==> src/rtl/lt24_pkg.sv <==
// Shared LT24 panel constants and pixel types used by the pixel-port arbiter.
package lt24_pkg;
  localparam int LT24_WIDTH  = 240;
  localparam int LT24_HEIGHT = 320;
  localparam int LT24_XW     = 8;
  localparam int LT24_YW     = 9;
  localparam int GID_W       = 2;

  typedef logic [15:0] rgb565_t;

  typedef struct packed {
    logic [LT24_XW-1:0] x;
    logic [LT24_YW-1:0] y;
    rgb565_t            data;
  } pix_req_t;

  typedef enum logic {
    ST_IDLE = 1'b0,
    ST_FULL = 1'b1
  } arb_state_t;
endpackage

==> src/rtl/rr_priority_select.sv <==
// Combinational round-robin pick with an optional forced (locked) winner.
module rr_priority_select #(
  parameter int NUM_REQ = 3,
  parameter int PW      = 2
) (
  input  logic [NUM_REQ-1:0] i_req,
  input  logic [PW-1:0]      i_ptr,
  input  logic               i_lock_en,
  input  logic [PW-1:0]      i_lock_idx,
  output logic [NUM_REQ-1:0] o_grant,
  output logic               o_valid
);
  logic [NUM_REQ-1:0] w_rot;
  logic [PW:0]        w_idx;

  always_comb begin
    // Rotate so bit 0 is the requester at the pointer; lowest set bit wins.
    w_rot   = NUM_REQ'({i_req, i_req} >> i_ptr);
    w_idx   = '0;
    o_valid = 1'b0;
    o_grant = '0;
    if (i_lock_en) begin
      w_idx   = {1'b0, i_lock_idx};
      o_valid = 1'b1;
    end else begin
      for (int k = NUM_REQ - 1; k >= 0; k--) begin
        if (w_rot[k]) begin
          w_idx   = (PW+1)'(i_ptr) + (PW+1)'(k);
          o_valid = 1'b1;
        end
      end
      if (w_idx >= (PW+1)'(NUM_REQ)) w_idx = w_idx - (PW+1)'(NUM_REQ);
    end
    if (o_valid) o_grant = NUM_REQ'(1) << w_idx;
  end
endmodule

==> src/rtl/lt24_pixel_arbiter.sv <==
// Round-robin arbiter sharing the LT24 pixel-write port between renderers,
// with burst lock, display-ready gating and out-of-panel pixel discard.
module lt24_pixel_arbiter
  import lt24_pkg::*;
#(
  parameter int NUM_REQ = 3,
  parameter int WIDTH   = LT24_WIDTH,
  parameter int HEIGHT  = LT24_HEIGHT,
  parameter int XW      = LT24_XW,
  parameter int YW      = LT24_YW
) (
  input  logic                  clock,
  input  logic                  reset_n,
  input  logic                  displayReady,
  input  logic [NUM_REQ-1:0]    reqValid,
  input  logic [NUM_REQ-1:0]    reqLock,
  input  logic [NUM_REQ*XW-1:0] reqX,
  input  logic [NUM_REQ*YW-1:0] reqY,
  input  logic [NUM_REQ*16-1:0] reqData,
  output logic [NUM_REQ-1:0]    reqReady,
  output logic [XW-1:0]         xAddr,
  output logic [YW-1:0]         yAddr,
  output logic [15:0]           pixelData,
  output logic                  pixelWrite,
  input  logic                  pixelReady,
  output logic [1:0]            grantId,
  output logic [15:0]           dropCount
);
  arb_state_t         r_state, w_state_nxt;
  logic [GID_W-1:0]   r_ptr, r_lock_idx, r_gid, w_win, w_ptr_nxt;
  logic               r_lock, w_lock_en, w_sel_valid, w_xfer, w_accept, w_oor;
  logic [NUM_REQ-1:0] w_grant;
  pix_req_t           w_pix, r_pix;
  logic [15:0]        r_drop;

  assign w_lock_en = r_lock & reqValid[r_lock_idx];

  rr_priority_select #(.NUM_REQ(NUM_REQ), .PW(GID_W)) u_sel (
    .i_req      (reqValid),
    .i_ptr      (r_ptr),
    .i_lock_en  (w_lock_en),
    .i_lock_idx (r_lock_idx),
    .o_grant    (w_grant),
    .o_valid    (w_sel_valid)
  );

  always_comb begin
    w_win = '0;
    w_pix = '0;
    for (int i = 0; i < NUM_REQ; i++) begin
      if (w_grant[i]) begin
        w_win = GID_W'(i);
        w_pix = {reqX[i*XW +: XW], reqY[i*YW +: YW], reqData[i*16 +: 16]};
      end
    end
  end

  assign w_oor     = (int'(w_pix.x) >= WIDTH) || (int'(w_pix.y) >= HEIGHT);
  assign w_xfer    = (r_state == ST_FULL) && pixelReady;
  // reset_n gates the ack so reqReady is low for the whole reset interval.
  assign w_accept  = reset_n && displayReady && w_sel_valid &&
                     ((r_state == ST_IDLE) || w_xfer);
  assign reqReady  = w_accept ? w_grant : '0;
  assign w_ptr_nxt = (w_win == GID_W'(NUM_REQ - 1)) ? '0 : w_win + 1'b1;

  always_comb begin
    w_state_nxt = r_state;
    case (r_state)
      ST_IDLE: if (w_accept && !w_oor) w_state_nxt = ST_FULL;
      ST_FULL: if (w_xfer) w_state_nxt = (w_accept && !w_oor) ? ST_FULL : ST_IDLE;
      default: w_state_nxt = ST_IDLE;
    endcase
  end

  always_ff @(posedge clock or negedge reset_n) begin
    if (!reset_n) begin
      r_state    <= ST_IDLE;
      r_ptr      <= '0;
      r_lock     <= 1'b0;
      r_lock_idx <= '0;
      r_gid      <= '0;
      r_pix      <= '0;
      r_drop     <= '0;
    end else begin
      r_state <= w_state_nxt;
      if (!displayReady)                       r_lock <= 1'b0;
      else if (w_accept)                       r_lock <= |(reqLock & w_grant);
      else if (r_lock && !reqValid[r_lock_idx]) r_lock <= 1'b0;
      if (w_accept) begin
        r_lock_idx <= w_win;
        r_ptr      <= w_ptr_nxt;
        r_gid      <= w_win;
        if (!w_oor)                  r_pix  <= w_pix;
        else if (r_drop != 16'hFFFF) r_drop <= r_drop + 16'd1;
      end
    end
  end

  assign pixelWrite = (r_state == ST_FULL);
  assign xAddr      = r_pix.x;
  assign yAddr      = r_pix.y;
  assign pixelData  = r_pix.data;
  assign grantId    = r_gid;
  assign dropCount  = r_drop;
endmodule

==> config.mk <==
export PLATFORM = sky130hd
export DESIGN_NAME = lt24_pixel_arbiter
export DESIGN_NICKNAME = d
export VERILOG_FILES = /design/src/rtl/lt24_pkg.sv /design/src/rtl/rr_priority_select.sv /design/src/rtl/lt24_pixel_arbiter.sv
export SDC_FILE = /design/constraint.sdc
export NUM_CORES = 1
export LEC_CHECK = 0
export ABC_CLOCK_PERIOD_IN_PS = 17680
export CORE_MARGIN = 2
export CORE_UTILIZATION = 30
export CTS_CLUSTER_SIZE = 24
export DETAILED_ROUTE_END_ITERATION = 16
export PLACE_DENSITY = 0.58
export SLEW_MARGIN = 20
export SYNTH_ARGS = -nofsm -noshare
export SYNTH_HDL_FRONTEND = slang
export SYNTH_SLANG_ARGS = --single-unit
==> constraint.sdc <==
create_clock -name clock -period 17.68 [get_ports clock]
set_clock_uncertainty 0.2 [all_clocks]
set_input_delay 4.42 -clock clock [delete_from_list [all_inputs] [get_ports clock]]
set_output_delay 4.42 -clock clock [all_outputs]
set_load 0.1 [all_outputs]
### After elaboration in Yosys (flattened, before gate mapping)

Cells that the tools add are included.

| word-level totals | value |
|---|---|
| flip-flop bits (word level) | 55 |
| bits of input ports | 109 |
| output and inout bits | 55 |
| logic and storage cells | 65 |

| operators by class | value |
|---|---|
| $add $sub $neg | 5 |
| $lt $le $gt $ge | 4 |
| equal/unequal tests | 3 |
| shifts and indexed selects | 2 |
| multiplexer cells | 26 |
| bitwise operators | 4 |
| reduce and logical (&&, ||, !) cells | 13 |

Operators by type and width:

| cell | count |
|---|---|
| 2-to-1 mux 33 bit | 3 |
| 2-to-1 mux 3 bit | 8 |
| adder 16 x 1 -> 16 bit, second input constant | 1 |
| inequality test 16 bit, second input constant | 1 |
| 2-to-1 mux 1 bit | 11 |
| >= comparator 9 bit, second input constant | 1 |
| >= comparator 8 bit, second input constant | 1 |
| logical AND 1 bit | 6 |
| >> shifter 6 x 2 -> 3 bit | 1 |
| 2-to-1 mux 2 bit | 2 |
| adder 2 x 1 -> 3 bit, second input constant | 1 |
| adder 2 x 2 -> 3 bit, second input constant | 1 |
| bitwise AND 3 bit | 1 |
| >= comparator 3 x 2 -> 1 bit, second input constant | 1 |
| less-than comparator 2 x 3 -> 1 bit, second input constant | 1 |
| inequality test 3 x 1 -> 1 bit, second input constant | 1 |
| AND reduction 3 bit | 1 |
| OR reduction 3 bit | 1 |
| left shift 1 x 3 -> 3 bit, first input constant | 1 |
| subtractor 3 x 2 -> 3 bit, second input constant | 1 |
| adder 2 x 1 -> 2 bit, second input constant | 1 |
| binary-select mux 1 bit (select 2 bit) | 1 |
| == test 2 bit, second input constant | 1 |
| zero test 1 bit | 2 |
| 5 further kinds | 7 |

### Logic depth before layout (Yosys ltp)

Gate-level depths: netlist (run 1).

| logic depth | value |
|---|---|
| depth in word-level cells | 20 |
| mapped depth | 17 |
| gate-level depth less buffers | 15 |

### By module

From an unflattened synthesis (run 1), not the netlist that was laid out.

| second synthesis, totals | value |
|---|---|
| cells, all modules | 342 |
| area, all modules | 3503.4 µm² |

Modules (own cells, without submodules):

| module | times used | cells each | area an instance (µm²) | seq. area each (µm²) |
|---|---|---|---|---|
| lt24_pixel_arbiter | 1 | 294 | 3139.3 | 1351.3 |
| rr_priority_select | 1 | 48 | 364.1 | 0.0 |

### Worst setup path after synthesis (run 1)

Ideal clock, no wire load.

| timing path | value |
|---|---|
| kind | input to output |
| from | input port reqValid[2] |
| to | output port reqReady[0] |
| arrival time | 9.221 ns |
| data required time | 13.060 ns |
| slack | 3.839 ns |
| stages on the path | 13 |
| buffers on the path | 3 |
| cell sequence | clkbuf_1 > nand2b_1 > a211o_1 > o211ai_1 > inv_1 > ha_1 > ha_1 > a311oi_1 > o21ai_0 > o22ai_1 > clkbuf_1 > clkbuf_1 > nor3b_1 |

| on the way | value |
|---|---|
| word-level cells in the longest chain between the ends | 11 |
| elaborated cells between the ends (all ways) | 21 |
| classes of those cells | add/sub (1); order compare (1); shift (2); mux (14); bitwise (1); reduce/logical (2) |

RTL lines:

| element | line | RTL |
|---|---|---|
| from (decl) | lt24_pixel_arbiter.sv:15 | `input logic [NUM_REQ-1:0] reqValid,` |
| >> shifter 6 x 2 -> 3 bit | rr_priority_select.sv:18 | `w_rot = NUM_REQ'({i_req, i_req} >> i_ptr);` |
| 2-to-1 mux 3 bit (3 in series) | rr_priority_select.sv:27 | `if (w_rot[k]) begin` |
| 2-to-1 mux 3 bit | rr_priority_select.sv:22 | `if (i_lock_en) begin` |
| subtractor 3 x 2 -> 3 bit or >= comparator 3 x 2 -> 1 bit (tied branches) | rr_priority_select.sv:32 | `if (w_idx >= (PW+1)'(NUM_REQ)) w_idx = w_idx - (PW+1)'(NUM_REQ);` |
| 2-to-1 mux 3 bit | rr_priority_select.sv:32 |  |
| 2-to-1 mux 3 bit | rr_priority_select.sv:22 |  |
| left shift 1 x 3 -> 3 bit | rr_priority_select.sv:34 | `if (o_valid) o_grant = NUM_REQ'(1) << w_idx;` |
| 2-to-1 mux 3 bit | rr_priority_select.sv:34 |  |
| 2-to-1 mux 3 bit * | lt24_pixel_arbiter.sv:63 | `assign reqReady = w_accept ? w_grant : '0;` |
| to (decl) | lt24_pixel_arbiter.sv:20 | `output logic [NUM_REQ-1:0] reqReady,` |

Mark *: on every way between the ends. The rest lies on a longest branch, timed or not. The select of a mux whose other input is x is not followed.

### Worst setup path in the final report (run 1)

| timing path | value |
|---|---|
| from | input port reqValid[2] |
| to | output port reqReady[2] |

The elaborated chain is that of the path after synthesis.

==> results of run 1 <==
Yosys cell counts (all sizes together), types with 6 or more instances:
master and number:
nor2 32, nor2b 6, xor2 15, a21oi 15, dfrtp 54, inv 8
o21ai 8, nand2 19, clkbuf 13, a22oi 29, buf 13, mux2 65
nand4 6, and3 10
final cells by class:
cell class | count | area, sq um | share of cell area [%]
Timing Repair Buffer | 168 | 1664 | 30.69
Inverter | 8 | 30.03 | 0.5538
Clock buffer | 7 | 142.6 | 2.630
Multi-Input combinational cell | 264 | 2051 | 37.82
Sequential cell | 54 | 1351 | 24.92
Tap cell | 143 | 178.9 | 3.300
Clock inverter | 1 | 5.005 | 0.09229
worst min-delay path by stage:
stage / start / endpoint / slack (ns) / cells past startpoint
floorplan: r_lock / r_lock / 0.43 / 3
global placement: yAddr[4] / yAddr[4] / 0.27 / 1
detailed placement: yAddr[4] / yAddr[4] / 0.28 / 1
CTS: dropCount[13] / dropCount[13] / 0.29 / 1
global route: dropCount[13] / dropCount[13] / 0.31 / 1
finish: pixelData[8] / pixelData[8] / 0.29 / 1
state kept, by name, summed over array words and instances (netlist names):
signal and flops:
dropCount 16, pixelData 16, yAddr 9, xAddr 8, grantId 2, pixelWrite 1, r_lock 1, r_ptr 1
critical path, cell delays in order:
cell and delay [ns]:
clkdlybuf4s50_1 0.71, nand2b_1 0.10, a211o_1 0.29, o211ai_1 0.14, inv_1 0.08, ha_1 0.19
ha_1 0.17, a311oi_1 0.61, o21ai_0 0.28, o22ai_4 0.17, buf_4 0.43, nor3b_1 0.41
nor2b_1 0.33, clkdlybuf4s50_1 1.20
power by group through the flow:
stage          logic, mW  clock network (mW)  registers (mW)
3_5_place_dp       0.822                   0           0.196
3_3_place_gp       0.815                   0           0.195
5_1_grt            0.872               0.107           0.200
6_report           0.815              0.0996           0.193
2_1_floorplan      0.369                   0           0.447
4_1_cts            0.824               0.103           0.194
layer usage:
metal  share of wire (%)  track usage (%)
met5                   0                0
met1                  43            21.95
met4                 1.5            3.821
met2                  51            29.32
met3                 4.6            2.916
cells by family after synthesis:
| family | Yosys count |
|---|---|
| buffers and inverters | 34 |
| DFF | 54 |
| muxes | 69 |
| and+or+nand+nor | 94 |
| AOI/OAI and AO/OA | 81 |
| xor gates and xnor gates | 16 |
| adders and majority gates | 4 |
stage by stage:
stage / std cells / total power [mW] / cell area [sq um] / util (%) / setup slack, ns
after floorplan: 352 / 0.8162 / 3512 / - / 3.839
after global placement: 637 / 1.010 / 5275 / 46.20 / 3.742
after detailed placement: 637 / 1.017 / 5275 / 46.20 / 3.561
after CTS: 645 / 1.120 / 5423 / 47.49 / 3.551
after global routing: 645 / 1.179 / 5423 / 47.49 / 3.075
final: 645 / 1.107 / 5423 / 47.49 / 3.514
==> results.toml, run 1 <==
[grt]
grt_pass1_vias = 3372
grtUsageTotal_pct = 16.84
grt_start_max_net_pins = 56
antenna_found_initial = 0
globalRoute.totalOverflow = 0
grt_pass1_wl_mm = 17.40

[synth]
yosys.area_share.simple_pct = 13.50
synth_edf_count = 0
synth_area_leader_cell = "dfrtp_1"
avgSynthCellArea_sq_um = 9.978
synth_compound_area_share_pct = 16.57
ys_ff_latch = 54
ys.warnings.count = 0
synthAdderAreaFrac_pct = 1.425
ys_seq_area_share_pct = 38.48
synthCells = 352
synthArstFlopShare_pct = 100.0
yosysTopAreaCellShare_pct = 38.48
synth_top_family_by_area = "multiplexers"
synth_area_leaders = "dfrtp_1 (38%), mux2_1 (11%), mux2_2 (9.9%)"
ys_types = 48
ys.flop_type = "dfrtp_1"
synthMuxAreaShare_pct = 21.98
synth.cell_area_sq_um = 3512
synthXorXnorAreaFrac_pct = 3.990
syn_nets = 465

[cells_and_area]
area_growth_pct = 54.40
mostFrequentLayoutCell = "clkdlybuf4s50_1"
fillers = 1118
drive_gt1_share_pct = 10.56
final_nets = 614
n_antenna_cell = 0
final_cell_mix = "clkdlybuf4s50_1 (162), dfrtp_1 (54), mux2_1 (34)"

[worst_setup_path]
cp.arrival_ns = 9.55
reg2reg_to = "yAddr[3]"
worstPathRequired_ns = 13.06
reg2reg_from = "r_ptr[0]"
r2r_slack_ns = 11.55
cp-start-kind = "input port"
endpoint_kind = "output pin"
crit_path_start = "reqValid[2]"
crit_end = "reqReady[2]"
critical_path_class = "input port to output pin"
cp_max_fo = 41
rr_worst_depth = 16

[route]
viasPerCell = 5.047
drt-total-wl_mm = 10.75
drcViolationCount = 0
vias = 3255
drt_first_pass_iters = 4
postRouteAntennaNets = 0
wl_per_cell_microns = 16.67
drt_iter0_drc = 205

[clock_network]
cts-root-buf = "clkbuf_16"
cts_made_buffers = 5
postCtsSetupBuffers = 0
clock_sinks = 54
cts_max_level = 2
cts_resized = 0
holdBufCountCts = 0
clock_latency_ns = 0.28
cts_buffer_depth = 2
clkTransAtPathRegs_ns = 0.07
cts_tree = "built"

[placed_design]
dp_hpwl_mm = 8.060
portBuffers = 163
place_congestion = 0.7848

[timing]
min_period_ns = 14.17
rsz0062_at_grt = "no"
whs_ns = 0.2936
worstMarginPinSlew_ns = 1.017
tns_ns = 0
fin_crit_sh_pct = 80.12
setup_violations = 0
slew_headroom_pct = 31.97
maxSlewViolCount = 0
max_freq_ghz = 0.07059
finalHoldViolCount = 0

[die]
die_h_microns = 112.2
dieWidth_microns = 112.2
io_pins = 164
initial_core_util_pct = 30.76
die_area_sq_um = 12590
coreArea_sq_um = 11420
rows = 39

[hold_path]
min_path_type = "flop to flop"

[power_and_ir_drop]
p_clk_share_pct = 9.0
p_int_uw = 487.3
power_density_nw_per_um2 = 204.2
p_switching_uw = 620.0
vdd_drop_max_mv = 0.1024
p_comb_share_pct = 73.6
p_leak_nw = 2.362
swShare_pct = 55.99
seqPwrFrac_pct = 17.4

[flow_run]
max_cap_viol_count = 0

[outcome]
outcome = "finished clean"
(Power assumes the default switching activity.)
==> run 2, diff against run 1 <==
Settings changed: ABC_CLOCK_PERIOD_IN_PS 17680 to 12700, PLACE_DENSITY 0.58 to 0.6.
Clock period 17.68 ns to 12.7 ns, I/O delays scaled along.
==> run 2 against run 1 <==
Effect of this change:
- critical path depth decreased by 1
- count of clock-buffer cells in the layout decreased by 1
- utilization increased by 0.088 points
- via count increased by 2.0%
- final cell count increased by 0.16%
- worst hold slack about the same
- die area unchanged
- critical path type unchanged
- critical endpoint unchanged
- largest cell class unchanged
==> results.toml, run 2 (synthesis gave the netlist of run 1 again) <==
[hold_path]
min_path_type = "flop to flop"
min_from = "yAddr[3]"

[worst_setup_path]
reg2reg_from = "r_ptr[0]"
worstPathRequired_ns = 9.32
critical_path_class = "input port to output pin"
crit_path_start = "reqValid[2]"
cp.arrival_ns = 7.88
cp-start-kind = "input port"
endpoint_kind = "output pin"
cp_max_fo = 13

[clock_network]
cts_made_buffers = 5
cts_tree = "built"
clock_latency_ns = 0.29
cts_max_level = 2
holdBufCountCts = 0
clkTransAtPathRegs_ns = 0.07
cts_resized = 0
cts_buffer_depth = 2
clock_sinks = 54
cts-root-buf = "clkbuf_16"
postCtsSetupBuffers = 0

[grt]
grtUsageTotal_pct = 16.77
antenna_found_initial = 0
grt_start_max_net_pins = 56
grt_pass1_vias = 3438
grt_pass1_wl_mm = 17.24
globalRoute.totalOverflow = 0

[route]
postRouteAntennaNets = 0
drt_first_pass_iters = 4
drt-total-wl_mm = 10.88
vias = 3319
drt_iter0_drc = 162
viasPerCell = 5.138
wl_per_cell_microns = 16.84
drcViolationCount = 0

[outcome]
outcome = "finished clean"

[die]
rows = 39
die_area_sq_um = 12590
coreArea_sq_um = 11420
initial_core_util_pct = 30.76
dieWidth_microns = 112.2
die_h_microns = 112.2
io_pins = 164

[cells_and_area]
final_nets = 615
area_growth_pct = 54.68
fillers = 1096
drive_gt1_share_pct = 11.33
mostFrequentLayoutCell = "clkdlybuf4s50_1"
n_antenna_cell = 0
final_cell_mix = "clkdlybuf4s50_1 (160), dfrtp_1 (54), mux2_1 (34)"
stdcell_count = 646

[timing]
max_freq_ghz = 0.08885
fin_crit_sh_pct = 88.62
setup_violations = 0
rsz0062_at_grt = "no"
maxSlewViolCount = 0
tns_ns = 0
slew_headroom_pct = 31.69
min_period_ns = 11.26
worstMarginPinSlew_ns = 1.021
finalHoldViolCount = 0

[placed_design]
place_congestion = 0.7776
portBuffers = 163
place_inst = 638
dp_hpwl_mm = 8.047

[power_and_ir_drop]
power_density_nw_per_um2 = 285.1
power_mw = 1.549
vdd_drop_max_mv = 0.1707
p_leak_nw = 2.371

[flow_run]
max_cap_viol_count = 0
run 2: cell types whose count changed in the layout (fill, tap and decap cells not counted):
cell / delta
buf_4: +3
clkbuf_1: -1
clkdlybuf4s50_1: -2
clkinv_2: -1
clkinvlp_4: +1
inv_6: +1
run 2: area by class of cell:
cell class / count / area, sq um / area share, %
inverter: 8 / 30.03 / 0.5527
clock buffer: 6 / 138.9 / 2.556
tap: 143 / 178.9 / 3.293
multi-input combinational: 264 / 2051 / 37.75
sequential: 54 / 1351 / 24.87
clock inverter: 2 / 16.27 / 0.2994
timing repair buffer: 169 / 1667 / 30.68
run 2: metal layers:
metal  vias up  part of all wire (%)  wire length, microns  track usage [%]
li1       1582                     -                     -                -
met1      1621                    41                  4446            20.85
met2       100                    52                  5626            29.20
met3        16                   5.8                   633            4.212
met4         0                   1.6                   169            4.228
met5         -                     0                     0                0
run 2: where the power goes:
group	internal [mW]	switching [mW]
combinational	0.374	0.763
sequential	0.228	0.0425
clock	0.0793	0.0632
run 2: final timing paths:
path	to	slack [ns]	cells after the start
max in group asynchronous	pixelData[1]	9.02	2
worst max register to register	pixelData[7]	6.46	17
worst min-delay path	yAddr[3]	0.29	1
min in group asynchronous	dropCount[0]	2.81	2
worst min register to register	yAddr[3]	0.29	1
worst max-delay path	reqReady[2]	1.44	13
run 2: critical path, cell delays in order:
cell and delay, ns:
clkdlybuf4s50_1 0.61, mux2i_1 0.26, a221oi_1 0.11, o211ai_1 0.29, inv_1 0.08, ha_1 0.19, ha_1 0.17, a311oi_1 0.62
a21oi_1 0.17, o31a_2 0.32, nor3b_1 0.39, nor2b_1 0.30, clkdlybuf4s50_1 1.19
run 2: metrics by stage:
step	area [sq um]	hold WS, ns	worst slack, ns	utilization, %
floorplan	3512	0.4284	1.349	-
global placement	5278	0.2730	1.669	46.22
detailed placement	5278	0.2766	1.507	46.22
CTS	5433	0.2905	1.478	47.58
global route	5433	0.3072	1.135	47.58
finish	5433	0.2931	1.445	47.58
==> run 3, diff against run 2 <==
Settings changed: CTS_CLUSTER_DIAMETER set to 60.
==> results of run 3 <==
No change in the layout: final DEF, timing and power equal those of run 2.
